File: src/rtl/mem_access_unit_if.sv
// Request/response and data-memory port bundle for mem_access_unit.
// The slave modport is the unit; the master side is the requester and memory.
interface mem_access_unit_if;
  logic        req_valid;
  logic        req_ready;
  logic [2:0]  req_op;
  logic [31:0] req_addr;
  logic [31:0] req_wdata;
  logic [31:0] req_pc;
  logic        resp_valid;
  logic [31:0] resp_rdata;
  logic        resp_exc;
  logic        dm_we;
  logic [31:0] dm_addr;
  logic [31:0] dm_wd;
  logic [31:0] dm_pc;
  logic [31:0] dm_rd;

  modport master (
    output req_valid, req_op, req_addr, req_wdata, req_pc, dm_rd,
    input  req_ready, resp_valid, resp_rdata, resp_exc, dm_we, dm_addr, dm_wd, dm_pc
  );

  modport slave (
    input  req_valid, req_op, req_addr, req_wdata, req_pc, dm_rd,
    output req_ready, resp_valid, resp_rdata, resp_exc, dm_we, dm_addr, dm_wd, dm_pc
  );
endinterface

File: src/rtl/mem_access_unit.sv
// CPU-side load/store initiator for a word-only data memory: alignment/range checks,
// read-modify-write for sub-word stores, sign/zero extension, one response per request.
module mem_access_unit #(
  parameter int unsigned MEM_WORDS = 1024
) (
  input  logic               clk,
  input  logic               reset,
  mem_access_unit_if.slave   bus
);

  typedef enum logic [2:0] {
    OP_LW, OP_LH, OP_LHU, OP_LB, OP_LBU, OP_SW, OP_SH, OP_SB
  } op_t;

  typedef enum logic [1:0] {S_IDLE, S_READ, S_WRITE, S_RESP} state_t;

  localparam logic [31:0] ADDR_LIMIT = 32'(MEM_WORDS * 4);

  state_t      state, state_nx;
  op_t         in_op, op_q;
  logic [31:0] addr_q, wdata_q, pc_q, rbuf;
  logic        exc_q;
  logic        accept, req_exc;
  logic [7:0]  lane_b;
  logic [15:0] lane_h;
  logic [31:0] merged;

  assign in_op  = op_t'(bus.req_op);
  assign accept = bus.req_valid && (state == S_IDLE);

  always_comb begin
    req_exc = (bus.req_addr >= ADDR_LIMIT);
    case (in_op)
      OP_LW, OP_SW:         if (bus.req_addr[1:0] != 2'b00) req_exc = 1'b1;
      OP_LH, OP_LHU, OP_SH: if (bus.req_addr[0])            req_exc = 1'b1;
      default: ;
    endcase
  end

  always_ff @(posedge clk) begin
    if (reset) state <= S_IDLE;
    else       state <= state_nx;
  end

  always_ff @(posedge clk) begin
    if (reset) begin
      op_q    <= OP_LW;
      addr_q  <= '0;
      wdata_q <= '0;
      pc_q    <= '0;
      exc_q   <= 1'b0;
      rbuf    <= '0;
    end else begin
      if (accept) begin
        op_q    <= in_op;
        addr_q  <= bus.req_addr;
        wdata_q <= bus.req_wdata;
        pc_q    <= bus.req_pc;
        exc_q   <= req_exc;
      end
      if (state == S_READ) rbuf <= bus.dm_rd;
    end
  end

  always_comb begin
    state_nx = state;
    case (state)
      S_IDLE: begin
        if (bus.req_valid) begin
          if (req_exc)              state_nx = S_RESP;
          else if (in_op == OP_SW)  state_nx = S_WRITE;
          else                      state_nx = S_READ;
        end
      end
      S_READ:  state_nx = (op_q == OP_SH || op_q == OP_SB) ? S_WRITE : S_RESP;
      S_WRITE: state_nx = S_RESP;
      S_RESP:  state_nx = S_IDLE;
      default: state_nx = S_IDLE;
    endcase
  end

  // Lane extraction and store merge both key off the latched byte offset.
  always_comb begin
    lane_b = rbuf[{addr_q[1:0], 3'b000} +: 8];
    lane_h = addr_q[1] ? rbuf[31:16] : rbuf[15:0];
    merged = rbuf;
    case (op_q)
      OP_SW:   merged = wdata_q;
      OP_SH:   if (addr_q[1]) merged[31:16] = wdata_q[15:0];
               else           merged[15:0]  = wdata_q[15:0];
      OP_SB:   merged[{addr_q[1:0], 3'b000} +: 8] = wdata_q[7:0];
      default: ;
    endcase
  end

  always_comb begin
    bus.req_ready  = 1'b0;
    bus.resp_valid = 1'b0;
    bus.resp_rdata = '0;
    bus.resp_exc   = 1'b0;
    bus.dm_we      = 1'b0;
    bus.dm_addr    = '0;
    bus.dm_wd      = '0;
    bus.dm_pc      = '0;
    if (state != S_IDLE) begin
      bus.dm_addr = {addr_q[31:2], 2'b00};
      bus.dm_pc   = pc_q;
    end
    case (state)
      S_IDLE:  bus.req_ready = 1'b1;
      S_WRITE: begin
        bus.dm_we = ~reset;
        bus.dm_wd = merged;
      end
      S_RESP: begin
        bus.resp_valid = 1'b1;
        bus.resp_exc   = exc_q;
        if (!exc_q) begin
          case (op_q)
            OP_LW:   bus.resp_rdata = rbuf;
            OP_LH:   bus.resp_rdata = {{16{lane_h[15]}}, lane_h};
            OP_LHU:  bus.resp_rdata = {16'h0000, lane_h};
            OP_LB:   bus.resp_rdata = {{24{lane_b[7]}}, lane_b};
            OP_LBU:  bus.resp_rdata = {24'h000000, lane_b};
            default: bus.resp_rdata = '0;
          endcase
        end
      end
      default: ;
    endcase
  end

endmodule

File: src/flat_wrapper.sv
// flat-port wrapper written by rule: the top's interface ports become plain ports
module mem_access_unit_flat 
#(
  parameter int unsigned MEM_WORDS = 1024
)
  (clk, reset, bus_req_valid, bus_req_op, bus_req_addr, bus_req_wdata, bus_req_pc, bus_dm_rd, bus_req_ready, bus_resp_valid, bus_resp_rdata, bus_resp_exc, bus_dm_we, bus_dm_addr, bus_dm_wd, bus_dm_pc);
  mem_access_unit_if bus_i ();
  input  logic clk;
  input  logic reset;
  input wire logic [$bits(bus_i.req_valid)-1:0] bus_req_valid;
  input wire logic [$bits(bus_i.req_op)-1:0] bus_req_op;
  input wire logic [$bits(bus_i.req_addr)-1:0] bus_req_addr;
  input wire logic [$bits(bus_i.req_wdata)-1:0] bus_req_wdata;
  input wire logic [$bits(bus_i.req_pc)-1:0] bus_req_pc;
  input wire logic [$bits(bus_i.dm_rd)-1:0] bus_dm_rd;
  output wire logic [$bits(bus_i.req_ready)-1:0] bus_req_ready;
  output wire logic [$bits(bus_i.resp_valid)-1:0] bus_resp_valid;
  output wire logic [$bits(bus_i.resp_rdata)-1:0] bus_resp_rdata;
  output wire logic [$bits(bus_i.resp_exc)-1:0] bus_resp_exc;
  output wire logic [$bits(bus_i.dm_we)-1:0] bus_dm_we;
  output wire logic [$bits(bus_i.dm_addr)-1:0] bus_dm_addr;
  output wire logic [$bits(bus_i.dm_wd)-1:0] bus_dm_wd;
  output wire logic [$bits(bus_i.dm_pc)-1:0] bus_dm_pc;
  assign bus_i.req_valid = bus_req_valid;
  assign bus_i.req_op = bus_req_op;
  assign bus_i.req_addr = bus_req_addr;
  assign bus_i.req_wdata = bus_req_wdata;
  assign bus_i.req_pc = bus_req_pc;
  assign bus_i.dm_rd = bus_dm_rd;
  assign bus_req_ready = bus_i.req_ready;
  assign bus_resp_valid = bus_i.resp_valid;
  assign bus_resp_rdata = bus_i.resp_rdata;
  assign bus_resp_exc = bus_i.resp_exc;
  assign bus_dm_we = bus_i.dm_we;
  assign bus_dm_addr = bus_i.dm_addr;
  assign bus_dm_wd = bus_i.dm_wd;
  assign bus_dm_pc = bus_i.dm_pc;
  mem_access_unit #(.MEM_WORDS(MEM_WORDS)) u_core (.clk(clk), .reset(reset), .bus(bus_i));
endmodule
File: config.mk
export PLATFORM = sky130hd
export DESIGN_NAME = mem_access_unit_flat
export DESIGN_NICKNAME = d
export VERILOG_FILES = /design/src/rtl/mem_access_unit_if.sv /design/src/rtl/mem_access_unit.sv /design/src/flat_wrapper.sv
export SDC_FILE = /design/constraint.sdc
export NUM_CORES = 1
export LEC_CHECK = 0
export BUFFER_PORTS_ARGS = -buffer_cell sky130_fd_sc_hd__buf_2
export CORE_MARGIN = 5
export CORE_UTILIZATION = 45
export DETAILED_ROUTE_END_ITERATION = 16
export HOLD_SLACK_MARGIN = 0.15
export PLACE_DENSITY = 0.74
export SETUP_SLACK_MARGIN = 0.2
export SLEW_MARGIN = 20
export SYNTH_ARGS = -nofsm -noshare
export SYNTH_HDL_FRONTEND = slang
export SYNTH_SLANG_ARGS = --single-unit
File: constraint.sdc
create_clock -name clk -period 4.85 [get_ports clk]
set_clock_uncertainty 0.05 [all_clocks]
set_input_delay 0 -clock clk [delete_from_list [all_inputs] [get_ports clk]]
set_output_delay 0 -clock clk [all_outputs]
set_load 0.05 [all_outputs]
# After elaboration in Yosys (flattened, before gate mapping)
# Cells that the tools add are included.
# totals
elab_cells,60
reg_bits,134
input_bits,134
# classes
n_bitwise,1
n_lt_le_gt_ge,1
shifts,3
add_sub_neg,1
n_reduce_logical,9
n_mux,23
eq_ne,15
# op_table
op,count
two-way mux 32 bit,5
one-hot mux 32 bit (5 select lines),1
one-hot mux 32 bit (3 select lines),1
two-way mux 16 bit,3
bitwise mux 32 bit,1
greater-or-equal comparator 32 x 13 -> 1 bit (second input constant),1
variable shift 8 x 7 -> 32 bit (first input constant),1
variable part select 32 x 6 -> 8 bit,1
variable part select 8 x 7 -> 32 bit,1
== test 3 bit (second input constant),6
== test 3 x 2 -> 1 bit (second input constant),3
one-hot mux 2 bit (4 select lines),1
two-way mux 1 bit,7
negator 5 -> 7 bit,1
== test 3 x 1 -> 1 bit (second input constant),2
logical NOT 3 bit,2
two-way mux 2 bit,3
== test 2 bit (second input constant),2
nonzero test 2 bit,2
OR reduction 3 bit,1
== test 2 x 1 -> 1 bit (second input constant),1
logical NOT 2 bit,1
inequality test 2 bit (second input constant),1
one-hot mux 1 bit (2 select lines),1
other kinds (4),4

# Longest topological paths before layout
# Gate-level depths: netlist of run 1.
# depth
ltp_word,6
mapped_depth,8
ltp_nobuf,6

# Worst setup path before layout of run 1
# No wires, ideal clock.
# synth_timing
path_type,register -> output
from,register u_core.addr_q[1]
to,output port bus_dm_wd[23]
t_arrival_ns,2.770
path_stages_with_launch,9
n_path_buf,2
setup_slack_ns,2.030
required_ns,4.800
path_cell_list,dfxtp_1 buf_2 buf_2 inv_1 ha_1 nand2b_1 o31ai_2 nand3_1 a31oi_1
# synth_via
elab_chain_cells,5
# synth_rtl
element,line,rtl
"start, declared",mem_access_unit.sv:21,"logic [31:0] addr_q, wdata_q, pc_q, rbuf;"
"start signal, assigned",mem_access_unit.sv:56,addr_q <= bus.req_addr;
negator 5 -> 7 bit,mem_access_unit.sv:91,"OP_SB: merged[{addr_q[1:0], 3'b000} +: 8] = wdata_q[7:0];"
variable part select 8 x 7 -> 32 bit or variable shift 8 x 7 -> 32 bit (tied branches),mem_access_unit.sv:91,
bitwise mux 32 bit,mem_access_unit.sv:91,
one-hot mux 32 bit (3 select lines) (*),mem_access_unit.sv:87,case (op_q)
two-way mux 32 bit (*),mem_access_unit.sv:109,case (state)
"end, declared",flat_wrapper.sv:22,output wire logic [$bits(bus_i.dm_wd)-1:0] bus_dm_wd;
# Every way passes the cells marked *; elsewhere a longest branch is shown, timed or not.

# Worst setup path after layout of run 1
# layout_timing
from,register u_core.op_q[2]
to,output port bus_resp_rdata[7]
# layout_via
elab_chain_cells,4
# layout_rtl
element,line,rtl
"start, declared",mem_access_unit.sv:20,"op_t in_op, op_q;"
"start signal, assigned",mem_access_unit.sv:55,op_q <= in_op;
== test 3 bit (tied with other cells),mem_access_unit.sv:119,case (op_q)
one-hot mux 32 bit (5 select lines) (*),mem_access_unit.sv:119,
two-way mux 32 bit (*),mem_access_unit.sv:118,if (!exc_q) begin
two-way mux 32 bit (*),mem_access_unit.sv:109,
"end, declared",flat_wrapper.sv:18,output wire logic [$bits(bus_i.resp_rdata)-1:0] bus_resp_rdata;
# Marks and branches as above.

==> flow_summary.ini, run 1 <==
[run_status]
outcome = complete, no violations

[critical_path]
cell_breakdown_of_the_critical_path = clkinv_1, nor2_1, or3b_1, nor2_1, buf_2
r2r_slack_ps = 1620
cp.buffers_inverters = 2
crit_path_end_kind = primary output
worst_r2r_path_depth = 7
critical-path-top-cell-by-count = sky130_fd_sc_hd__nor2_1
critPathMaxFanout = 32
worst_ep_arrival_time_ps = 3610
timing.critical_path.required_ps = 4800
critical_path.startpoint = u_core.op_q[2]
critical_path.startpoint_type = register
r2r_end = u_core.wdata_q[18]
critPathSlowestCell = sky130_fd_sc_hd__or3b_1
path_delay_family = simple AND/OR/NAND/NOR gates
r2r-start = u_core.state[1]
critPathKind = register to primary output
slowest_delay_ps = 880

[global_routing]
grt_pass1_wl_mm = 42.89
grt-ovfl-total = 0
maximum_number_of_pins_on_one_net_before_global_route_repair = 103
grt_antenna_before_repair = 0
grt_util_all_layers = 0.2954
grt_pass1_vias = 8342

[finish]
antenna_cells_inserted = 0
drive_above_1_share = 0.2409
layout.filler_cells = 1144
multi_input_comb_area_mm2 = 0.003911
finalNetCount = 1486
final-seq-area_mm2 = 0.002683
area_growth_syn_to_layout_pct = 55.89

[die]
std_cell_rows = 45
die_area_mm2 = 0.01807
placeableCoreArea_mm2 = 0.01520
die_width_um = 134.4
floorplan.io_pins = 266
initial_utilization = 0.4583
die_h_um = 134.4

[sta]
post-route-period-util = 0.7554
finalSetupViolations = 0
hold_viol_final = 0
max_clock_freq_mhz = 273.0
finalCriticalPeriod_ps = 3664
timing_max_transition_violations_final = 0
setup_tns_ps = 0
timing_worst_slew_pin_value_ps = 1107
slew_margin_rel = 0.2564
grt_setup_unrepaired = false

[routing]
routedWlPerCell_um = 18.00
detail_route.drc_violations = 0
first_iter_violations = 804
route.detailed.vias_per_inst = 5.550
routed_wl_mm = 27.74
detail-route-antenna-nets = 0
detailedRoute.firstPassIterationCount = 9
dr_total_vias = 8552

[clock_network]
cts_tree = yes
cts_buffer_depth = 2
post_cts.repair.setup_buffers = 0
cts_sinks = 134
cts_max_level = 4
clk_slew_on_worst_s_h_paths_ps = 60
clock_latency_ps = 410
cells_resized_by_post_cts_repair = 0
cts_root_buf = sky130_fd_sc_hd__clkbuf_16
tritoncts.num_buffers = 17

[power_and_ir_drop]
leakage_nw = 4.801
vdd_ir_max_mv = 0.3689
cellPowerDensity_mw_per_mm2 = 450.8
sum_of_internal_switching_and_leakage_power_w = 0.004896

[placed_design]
gp_routability_congestion = 0.9762
numPortBuffers = 263
dpl.hpwl_mm = 16.60

[hold_path]
worst_hold_startpoint = reset
hold-path-cell-count = 2
hold_path_class = primary input to register
hold_path_end = u_core.exc_q

[logic_synthesis]
synth.avg_cell_area_um2 = 7.532
synth_area_mm2 = 0.006967
ys_async_sr_fraction = 0
number_of_distinct_library_cells_after_synthesis = 56
number_of_flops_mapped_to_enable_cells_by_yosys = 0
portion_of_the_post_synthesis_area_used_by_sequential_elements = 0.3851
yosysTopAreaCellShare = 0.3851
yosysMostFrequentCell = sky130_fd_sc_hd__nand2_1
synth.area.top_cells = sky130_fd_sc_hd__dfxtp_1, sky130_fd_sc_hd__nand2_1, sky130_fd_sc_hd__a21oi_1, sky130_fd_sc_hd__nor2b_1, sky130_fd_sc_hd__mux2i_1
postSynth.topFlopCell = sky130_fd_sc_hd__dfxtp_1
yosysWarningCount = 0
post-synth-top-area-cell = sky130_fd_sc_hd__dfxtp_1
synth-seq-cells = 134
yosys-top-cells-count = sky130_fd_sc_hd__nand2_1, sky130_fd_sc_hd__dfxtp_1, sky130_fd_sc_hd__a21oi_1
synth_cells = 925

[run]
number_of_max_cap_violations = 0
-- power breakdown --
group	leakage [nW]	total [W]	switching (W)	internal (W)
logic	3.43	0.00208	0.00135	0.000733
registers	1.10	0.00153	0.000219	0.00131
clock network	0.279	0.00129	0.000517	0.000773
-- layer usage --
metal | share of wire | GRT usage | up-vias
met5 | 0 | 0 | -
met4 | 0.039 | 0.1250 | 0
met3 | 0.10 | 0.07464 | 91
met2 | 0.47 | 0.4911 | 573
met1 | 0.39 | 0.3642 | 3902
li1 | - | - | 3986
-- flip-flops by register name, summed over array words and instances (netlist names) --
| signal | count |
|---|---|
| u_core.rbuf | 32 |
| u_core.exc_q | 1 |
| u_core.op_q | 3 |
| u_core.addr_q | 32 |
| u_core.wdata_q | 32 |
| u_core.pc_q | 32 |
| u_core.state | 2 |
-- layout by cell type, fill, tap and decap left out, types with 2 or more instances in the layout --
cell type / netlist / routed
sky130_fd_sc_hd__clkinv_2: 0 / 3
sky130_fd_sc_hd__nand4_1: 2 / 2
sky130_fd_sc_hd__a21oi_1: 131 / 131
sky130_fd_sc_hd__nor2_1: 46 / 46
sky130_fd_sc_hd__a211oi_1: 2 / 2
sky130_fd_sc_hd__mux2i_1: 33 / 33
sky130_fd_sc_hd__a22oi_1: 15 / 15
sky130_fd_sc_hd__nor3_2: 0 / 2
sky130_fd_sc_hd__nand2_1: 250 / 249
sky130_fd_sc_hd__ha_1: 12 / 10
sky130_fd_sc_hd__buf_4: 4 / 5
sky130_fd_sc_hd__conb_1: 1 / 2
sky130_fd_sc_hd__o21a_1: 2 / 2
sky130_fd_sc_hd__dfxtp_1: 134 / 134
sky130_fd_sc_hd__mux2_2: 14 / 14
sky130_fd_sc_hd__nor2b_1: 64 / 64
sky130_fd_sc_hd__inv_1: 11 / 11
sky130_fd_sc_hd__clkinv_4: 0 / 2
sky130_fd_sc_hd__nand2b_1: 9 / 9
sky130_fd_sc_hd__bufinv_16: 0 / 2
sky130_fd_sc_hd__nor4_1: 5 / 5
sky130_fd_sc_hd__o21ai_0: 33 / 33
sky130_fd_sc_hd__a222oi_1: 7 / 7
sky130_fd_sc_hd__a31oi_1: 24 / 24
sky130_fd_sc_hd__inv_6: 0 / 3
sky130_fd_sc_hd__clkbuf_16: 0 / 17
sky130_fd_sc_hd__clkinvlp_4: 0 / 4
sky130_fd_sc_hd__o211a_1: 2 / 2
sky130_fd_sc_hd__nand3_1: 9 / 9
sky130_fd_sc_hd__a22o_1: 10 / 10
sky130_fd_sc_hd__and2_1: 3 / 2
sky130_fd_sc_hd__buf_2: 11 / 262
sky130_fd_sc_hd__or4_1: 2 / 2
sky130_fd_sc_hd__a21boi_0: 2 / 2
sky130_fd_sc_hd__dlygate4sd3_1: 0 / 202
sky130_fd_sc_hd__ha_2: 0 / 2
-- layout make-up --
type,count,area share
Multi-Input combinational cell,705,0.3601
Timing Repair Buffer,470,0.3129
Sequential cell,134,0.2470
Clock buffer,18,0.04044
Tap cell,188,0.02166
Clock inverter,14,0.01371
Inverter,12,0.004147
-- cell families (layout without fill, tap and decap cells) --
family	after synthesis	after routing	share of synthesized area
adder cells (fa/ha/maj)	12	12	0.02155
AO/OA/AOI/OAI	240	240	0.2031
other	1	2	0.0005383
flip-flops	134	134	0.3851
multiplexers	48	48	0.07328
AND/OR/NAND/NOR	403	403	0.2588
buffers and inverters	87	514	0.05765
-- how the worst max path moves through the flow --
stage / to / slack (ps) / depth (start not counted)
after floorplan: bus_dm_wd[23] / 2030 / 8
final: bus_resp_rdata[7] / 1190 / 5
after CTS: bus_resp_rdata[3] / 1320 / 5
after detailed placement: bus_resp_rdata[3] / 1750 / 5
after global placement: bus_resp_rdata[7] / 2060 / 5
after global routing: bus_resp_rdata[15] / 990 / 5
-- stage by stage --
step                      setup slack, ps  cells  instance area (um^2)  hold WS [ps]  utilization
after CTS                            1319   1540                 10830         177.8       0.7126
after global placement               2060   1306                  8223         184.7       0.5409
after floorplan                      2030    926                  6970         85.96            -
final                                1186   1541                 10860         208.1       0.7144
after detailed placement             1750   1306                  8223         195.3       0.5409
after global routing                990.2   1541                 10860         227.6       0.7144
-- what timing repair did --
| action | 4_1_cts | 5_1_grt |
|---|---|---|
| endpoints found under the setup margin | 0 | 0 |
| hold endpoints to repair | 134 | 0 |
| hold buffers | 202 | 0 |
(Power assumes the default switching activity.)
==> run 2, diff against run 1 <==
--- a/config.mk
+++ b/config.mk
@@ -10,7 +10,7 @@
 export CORE_UTILIZATION = 45
 export DETAILED_ROUTE_END_ITERATION = 16
 export HOLD_SLACK_MARGIN = 0.15
-export PLACE_DENSITY = 0.74
+export PLACE_DENSITY = 0.77
 export SETUP_SLACK_MARGIN = 0.2
 export SLEW_MARGIN = 20
 export SYNTH_ARGS = -nofsm -noshare
==> constraint.sdc (replaced) <==
create_clock -name clk -period 3.11 [get_ports clk]
set_clock_uncertainty 0.05 [all_clocks]
set_input_delay 0 -clock clk [delete_from_list [all_inputs] [get_ports clk]]
set_output_delay 0 -clock clk [all_outputs]
set_load 0.05 [all_outputs]
==> run 2 against run 1 <==
Combinational power increased by 58%. Register-to-register slack got worse by 1000 ps. Critical endpoint is now bus_dm_wd[28]. Clock power increased by 71%. Critical path depth unchanged. Sequential share of layout area decreased by 0.36 points.
==> flow_summary.ini, run 2 (synthesis results as in run 1) <==
[hold_path]
hold_path_class = primary input to register
hold-path-cell-count = 2

[routing]
routedWlPerCell_um = 18.55
detail_route.drc_violations = 0
detail-route-antenna-nets = 0
detailedRoute.firstPassIterationCount = 8
route.detailed.vias_per_inst = 5.572
dr_total_vias = 8664
first_iter_violations = 810
routed_wl_mm = 28.85

[sta]
finalSetupViolations = 0
timing_worst_slew_pin_value_ps = 814.2
max_clock_freq_mhz = 355.1
finalCriticalPeriod_ps = 2816
grt_setup_unrepaired = false
timing_max_transition_violations_final = 0
post-route-period-util = 0.9055
hold_viol_final = 0
setup_tns_ps = 0
slew_margin_rel = 0.4572

[clock_network]
cts_root_buf = sky130_fd_sc_hd__clkbuf_16
clk_slew_on_worst_s_h_paths_ps = 60
cts_tree = yes
cts_sinks = 134
clock_latency_ps = 420
cts_max_level = 4
post_cts.repair.setup_buffers = 0
tritoncts.num_buffers = 17
cts_buffer_depth = 2

[critical_path]
slowest_delay_ps = 680
path_delay_family = simple AND/OR/NAND/NOR gates
cp.buffers_inverters = 1
crit_path_end_kind = primary output
timing.critical_path.depth = 5
critPathMaxFanout = 17
critical_path.startpoint_type = register
worst_ep_arrival_time_ps = 2770
critPathSlowestCell = sky130_fd_sc_hd__dfxtp_1
timing.critical_path.required_ps = 3060
worst_r2r_path_depth = 7
cell_breakdown_of_the_critical_path = nand4_1, nor4b_4, a22oi_1, a31oi_1, buf_2
critPathKind = register to primary output

[power_and_ir_drop]
vdd_ir_max_mv = 0.6684
cellPowerDensity_mw_per_mm2 = 716.7
leakage_nw = 4.913

[run_status]
outcome = complete, no violations

[global_routing]
grt_util_all_layers = 0.3069
grt_antenna_before_repair = 1
maximum_number_of_pins_on_one_net_before_global_route_repair = 77
grt_pass1_vias = 8569
grt-ovfl-total = 0
grt_pass1_wl_mm = 44.44

[finish]
finalNetCount = 1499
area_growth_syn_to_layout_pct = 58.31
layout.cells.most_common = sky130_fd_sc_hd__buf_2
drive_above_1_share = 0.2496
final_core_utilization = 0.7255
layout.cells.most_common_list = sky130_fd_sc_hd__buf_2, sky130_fd_sc_hd__nand2_1, sky130_fd_sc_hd__dlygate4sd3_1

[placed_design]
gp_routability_congestion = 0.9114
dpl.hpwl_mm = 17.33
numPortBuffers = 263

[die]
std_cell_rows = 45
floorplan.io_pins = 266
die_h_um = 134.4
initial_utilization = 0.4583
placeableCoreArea_mm2 = 0.01520
die_area_mm2 = 0.01807
die_width_um = 134.4

[run]
number_of_max_cap_violations = 0
-- run 2: changes by cell type in the layout (fill, tap and decap cells not counted), sizes merged --
cell	delta
clkbuf	+1
inv	+1
dlygate4sd3	-1
bufinv	+2
clkinvlp	-4
buf	+14
diode	+1
-- run 2: area by class of cell --
cell class                 instances  area (um^2)
fill                            1081         4173
multi-input combinational        705         3906
timing repair buffer             483         3511
sequential                       134         2685
clock buffer                      19        452.9
tap                              188        235.2
clock inverter                    13        191.4
inverter                          12        45.04
antenna                            1        2.502
-- run 2: through the flow --
stage	hold slack, ps	worst slack (ps)	instances	power, W	instance area (um^2)
4_1_cts	150.3	207.7	1554	0.007802	11020
2_1_floorplan	85.96	289.7	926	0.004438	6970
3_5_place_dp	192.0	711.2	1321	0.005243	8368
6_report	168.3	293.8	1555	0.007905	11030
5_1_grt	201.3	245.3	1555	0.008247	11030
3_3_place_gp	185.1	739.2	1321	0.005212	8368
-- run 2: final timing paths --
check             slack, ps                  to              start
hold reg to reg         400   u_core.addr_q[13]  u_core.addr_q[13]
setup reg to reg        600   u_core.wdata_q[9]    u_core.state[1]
hold / removal          170  u_core.wdata_q[28]              reset
setup / recovery        290       bus_dm_wd[28]     u_core.op_q[2]
-- run 2: layer usage --
| metal | vias to the layer above | share of wire | routed length [um] | track usage |
|---|---|---|---|---|
| met1 | 3976 | 0.37 | 10560 | 0.3423 |
| met4 | 0 | 0.050 | 1451 | 0.1488 |
| li1 | 4008 | - | - | - |
| met3 | 122 | 0.10 | 2992 | 0.09902 |
| met2 | 558 | 0.48 | 13850 | 0.5279 |
| met5 | - | 0 | 0 | 0 |
-- run 2: where the power goes --
group          total (W)  switching, W  internal, W
logic            0.00329       0.00209      0.00119
clock network    0.00221      0.000816      0.00140
registers        0.00241      0.000365      0.00204
-- run 2: timing repair --
item	in CTS	in global routing
setup endpoints to repair	0	19
hold buffers	201	0
resized for setup	0	2
hold endpoints to repair	134	0
==> run 3, diff against run 2 <==
--- a/config.mk
+++ b/config.mk
@@ -11,6 +11,7 @@
 export DETAILED_ROUTE_END_ITERATION = 16
 export HOLD_SLACK_MARGIN = 0.15
 export PLACE_DENSITY = 0.77
+export RECOVER_POWER = 25
 export SETUP_SLACK_MARGIN = 0.2
 export SLEW_MARGIN = 20
 export SYNTH_ARGS = -nofsm -noshare
==> run 3 against run 2 <==
Via count up 0.15%. Critical path type unchanged. Cell area hardly changed. Critical endpoint unchanged. Sequential share of layout area is essentially flat.
==> flow_summary.ini, run 3 (synthesis results as in run 1) <==
[run_status]
outcome = complete, no violations

[critical_path]
slowest_delay_ps = 690
worst_ep_arrival_time_ps = 2760
cp.buffers_inverters = 1
cell_breakdown_of_the_critical_path = nand4_1, nor4b_4, a22oi_1, a31oi_1, buf_2
critPathMaxFanout = 17
critPathSlowestCell = sky130_fd_sc_hd__dfxtp_1
path_delay_family = simple AND/OR/NAND/NOR gates
critPathKind = register to primary output
timing.critical_path.required_ps = 3060
crit_path_end_kind = primary output
r2r_slack_ps = 510
critical_path.startpoint_type = register

[die]
initial_utilization = 0.4583
placeableCoreArea_mm2 = 0.01520
std_cell_rows = 45
die_area_mm2 = 0.01807
floorplan.io_pins = 266
die_h_um = 134.4
die_width_um = 134.4

[routing]
detail_route.drc_violations = 0
routedWlPerCell_um = 18.52
detail-route-antenna-nets = 0
dr_total_vias = 8677
first_iter_violations = 758
routed_wl_mm = 28.80
detailedRoute.firstPassIterationCount = 7
route.detailed.vias_per_inst = 5.580

[clock_network]
cts_root_buf = sky130_fd_sc_hd__clkbuf_16
clock_latency_ps = 420
tritoncts.num_buffers = 17
cts_buffer_depth = 2
cts_tree = yes
cts_sinks = 134
clk_slew_on_worst_s_h_paths_ps = 60
cts_max_level = 4

[placed_design]
dpl.cell_count = 1321
gp_routability_congestion = 0.9114
dpl.hpwl_mm = 17.33
numPortBuffers = 263

[hold_path]
hold_path_class = primary input to register

[run]
number_of_max_cap_violations = 0

[sta]
timing_max_transition_violations_final = 0
holdWs_ps = 170.4
max_clock_freq_mhz = 356.3
setup_tns_ps = 0
grt_setup_unrepaired = false
slew_margin_rel = 0.4547
timing_worst_slew_pin_value_ps = 818.0
post-route-period-util = 0.9024
hold_viol_final = 0
finalSetupViolations = 0
finalCriticalPeriod_ps = 2806

[power_and_ir_drop]
leakage_nw = 4.905
swShare = 0.4145
vdd_ir_max_mv = 0.6624
power_switching_w = 0.003275
cellPowerDensity_mw_per_mm2 = 716.7
power_frac_seq = 0.305
sum_of_internal_switching_and_leakage_power_w = 0.007901
internal_power_w = 0.004626
clock_share_of_power = 0.280
combinationalPowerShare = 0.415

[finish]
finish.cell_count_without_fillers = 1555
area_growth_syn_to_layout_pct = 58.24
final_core_utilization = 0.7252
layout.cells.most_common = sky130_fd_sc_hd__buf_2
layout.cells.most_common_list = sky130_fd_sc_hd__buf_2, sky130_fd_sc_hd__nand2_1, sky130_fd_sc_hd__dlygate4sd3_1
finalNetCount = 1499
drive_above_1_share = 0.2474
layout.filler_cells = 1081

[global_routing]
grt_util_all_layers = 0.3069
grt_pass1_vias = 8569
grt-ovfl-total = 0
grt_antenna_before_repair = 1
maximum_number_of_pins_on_one_net_before_global_route_repair = 77
grt_pass1_wl_mm = 44.44
-- run 3: cell count changes in the layout (fill, tap and decap cells not counted), sizes merged --
cell    previous run  this run
buf              282       280
clkbuf            19        21
-- run 3: final timing paths --
kind	start	endpoint	cells past startpoint
worst min register to register	u_core.addr_q[13]	u_core.addr_q[13]	2
worst min-delay path	reset	u_core.wdata_q[28]	2
worst max register to register	u_core.state[1]	u_core.wdata_q[10]	7
worst max-delay path	u_core.op_q[2]	bus_dm_wd[28]	5
-- run 3: layout make-up --
class                           count  area, um^2  area share
Multi-Input combinational cell    705        3904      0.3541
Timing Repair Buffer              483        3508      0.3182
Sequential cell                   134        2685      0.2436
Clock buffer                       19       452.9     0.04109
Tap cell                          188       235.2     0.02134
Clock inverter                     13       191.4     0.01736
Inverter                           12       45.04    0.004086
Antenna cell                        1       2.502   0.0002270
-- run 3: metal layers --
metal | GRT usage | vias to the layer above | routed length [um]
met5 | 0 | - | 0
met4 | 0.1488 | 0 | 1417
met3 | 0.09902 | 121 | 2858
met2 | 0.5279 | 569 | 13850
met1 | 0.3423 | 3981 | 10680
li1 | - | 4006 | -
-- run 3: what timing repair did --
action / in CTS / in global routing
setup endpoints to repair: 0 / 19
hold buffers: 201 / 0
endpoints found under the hold margin: 134 / 0
gates resized for setup: 0 / 2
setup buffers: 0 / 0
-- run 3: through the flow --
| step | cell area (um^2) | setup WS (ps) |
|---|---|---|
| floorplan | 6970 | 289.7 |
| global placement | 8368 | 739.2 |
| detailed placement | 8368 | 711.2 |
| CTS | 11020 | 207.7 |
| global route | 11020 | 245.3 |
| finish | 11020 | 303.6 |
-- run 3: worst reg2reg max path, stage by stage, from the launching register on --
cell and delay, ps:
sky130_fd_sc_hd__dfxtp_1 330, sky130_fd_sc_hd__inv_1 110, sky130_fd_sc_hd__ha_1 330, sky130_fd_sc_hd__and2_4 530
sky130_fd_sc_hd__buf_4 370, sky130_fd_sc_hd__nand2_1 120, sky130_fd_sc_hd__a21oi_1 160, sky130_fd_sc_hd__dlygate4sd3_1 560
-- run 3: power by group through the flow --
stage	combinational, W	clock, W	sequential (W)
after floorplan	0.00220	0	0.00224
after global placement	0.00281	0	0.00240
after detailed placement	0.00283	0	0.00241
after CTS	0.00320	0.00222	0.00237
after global routing	0.00351	0.00230	0.00243
final	0.00328	0.00221	0.00241
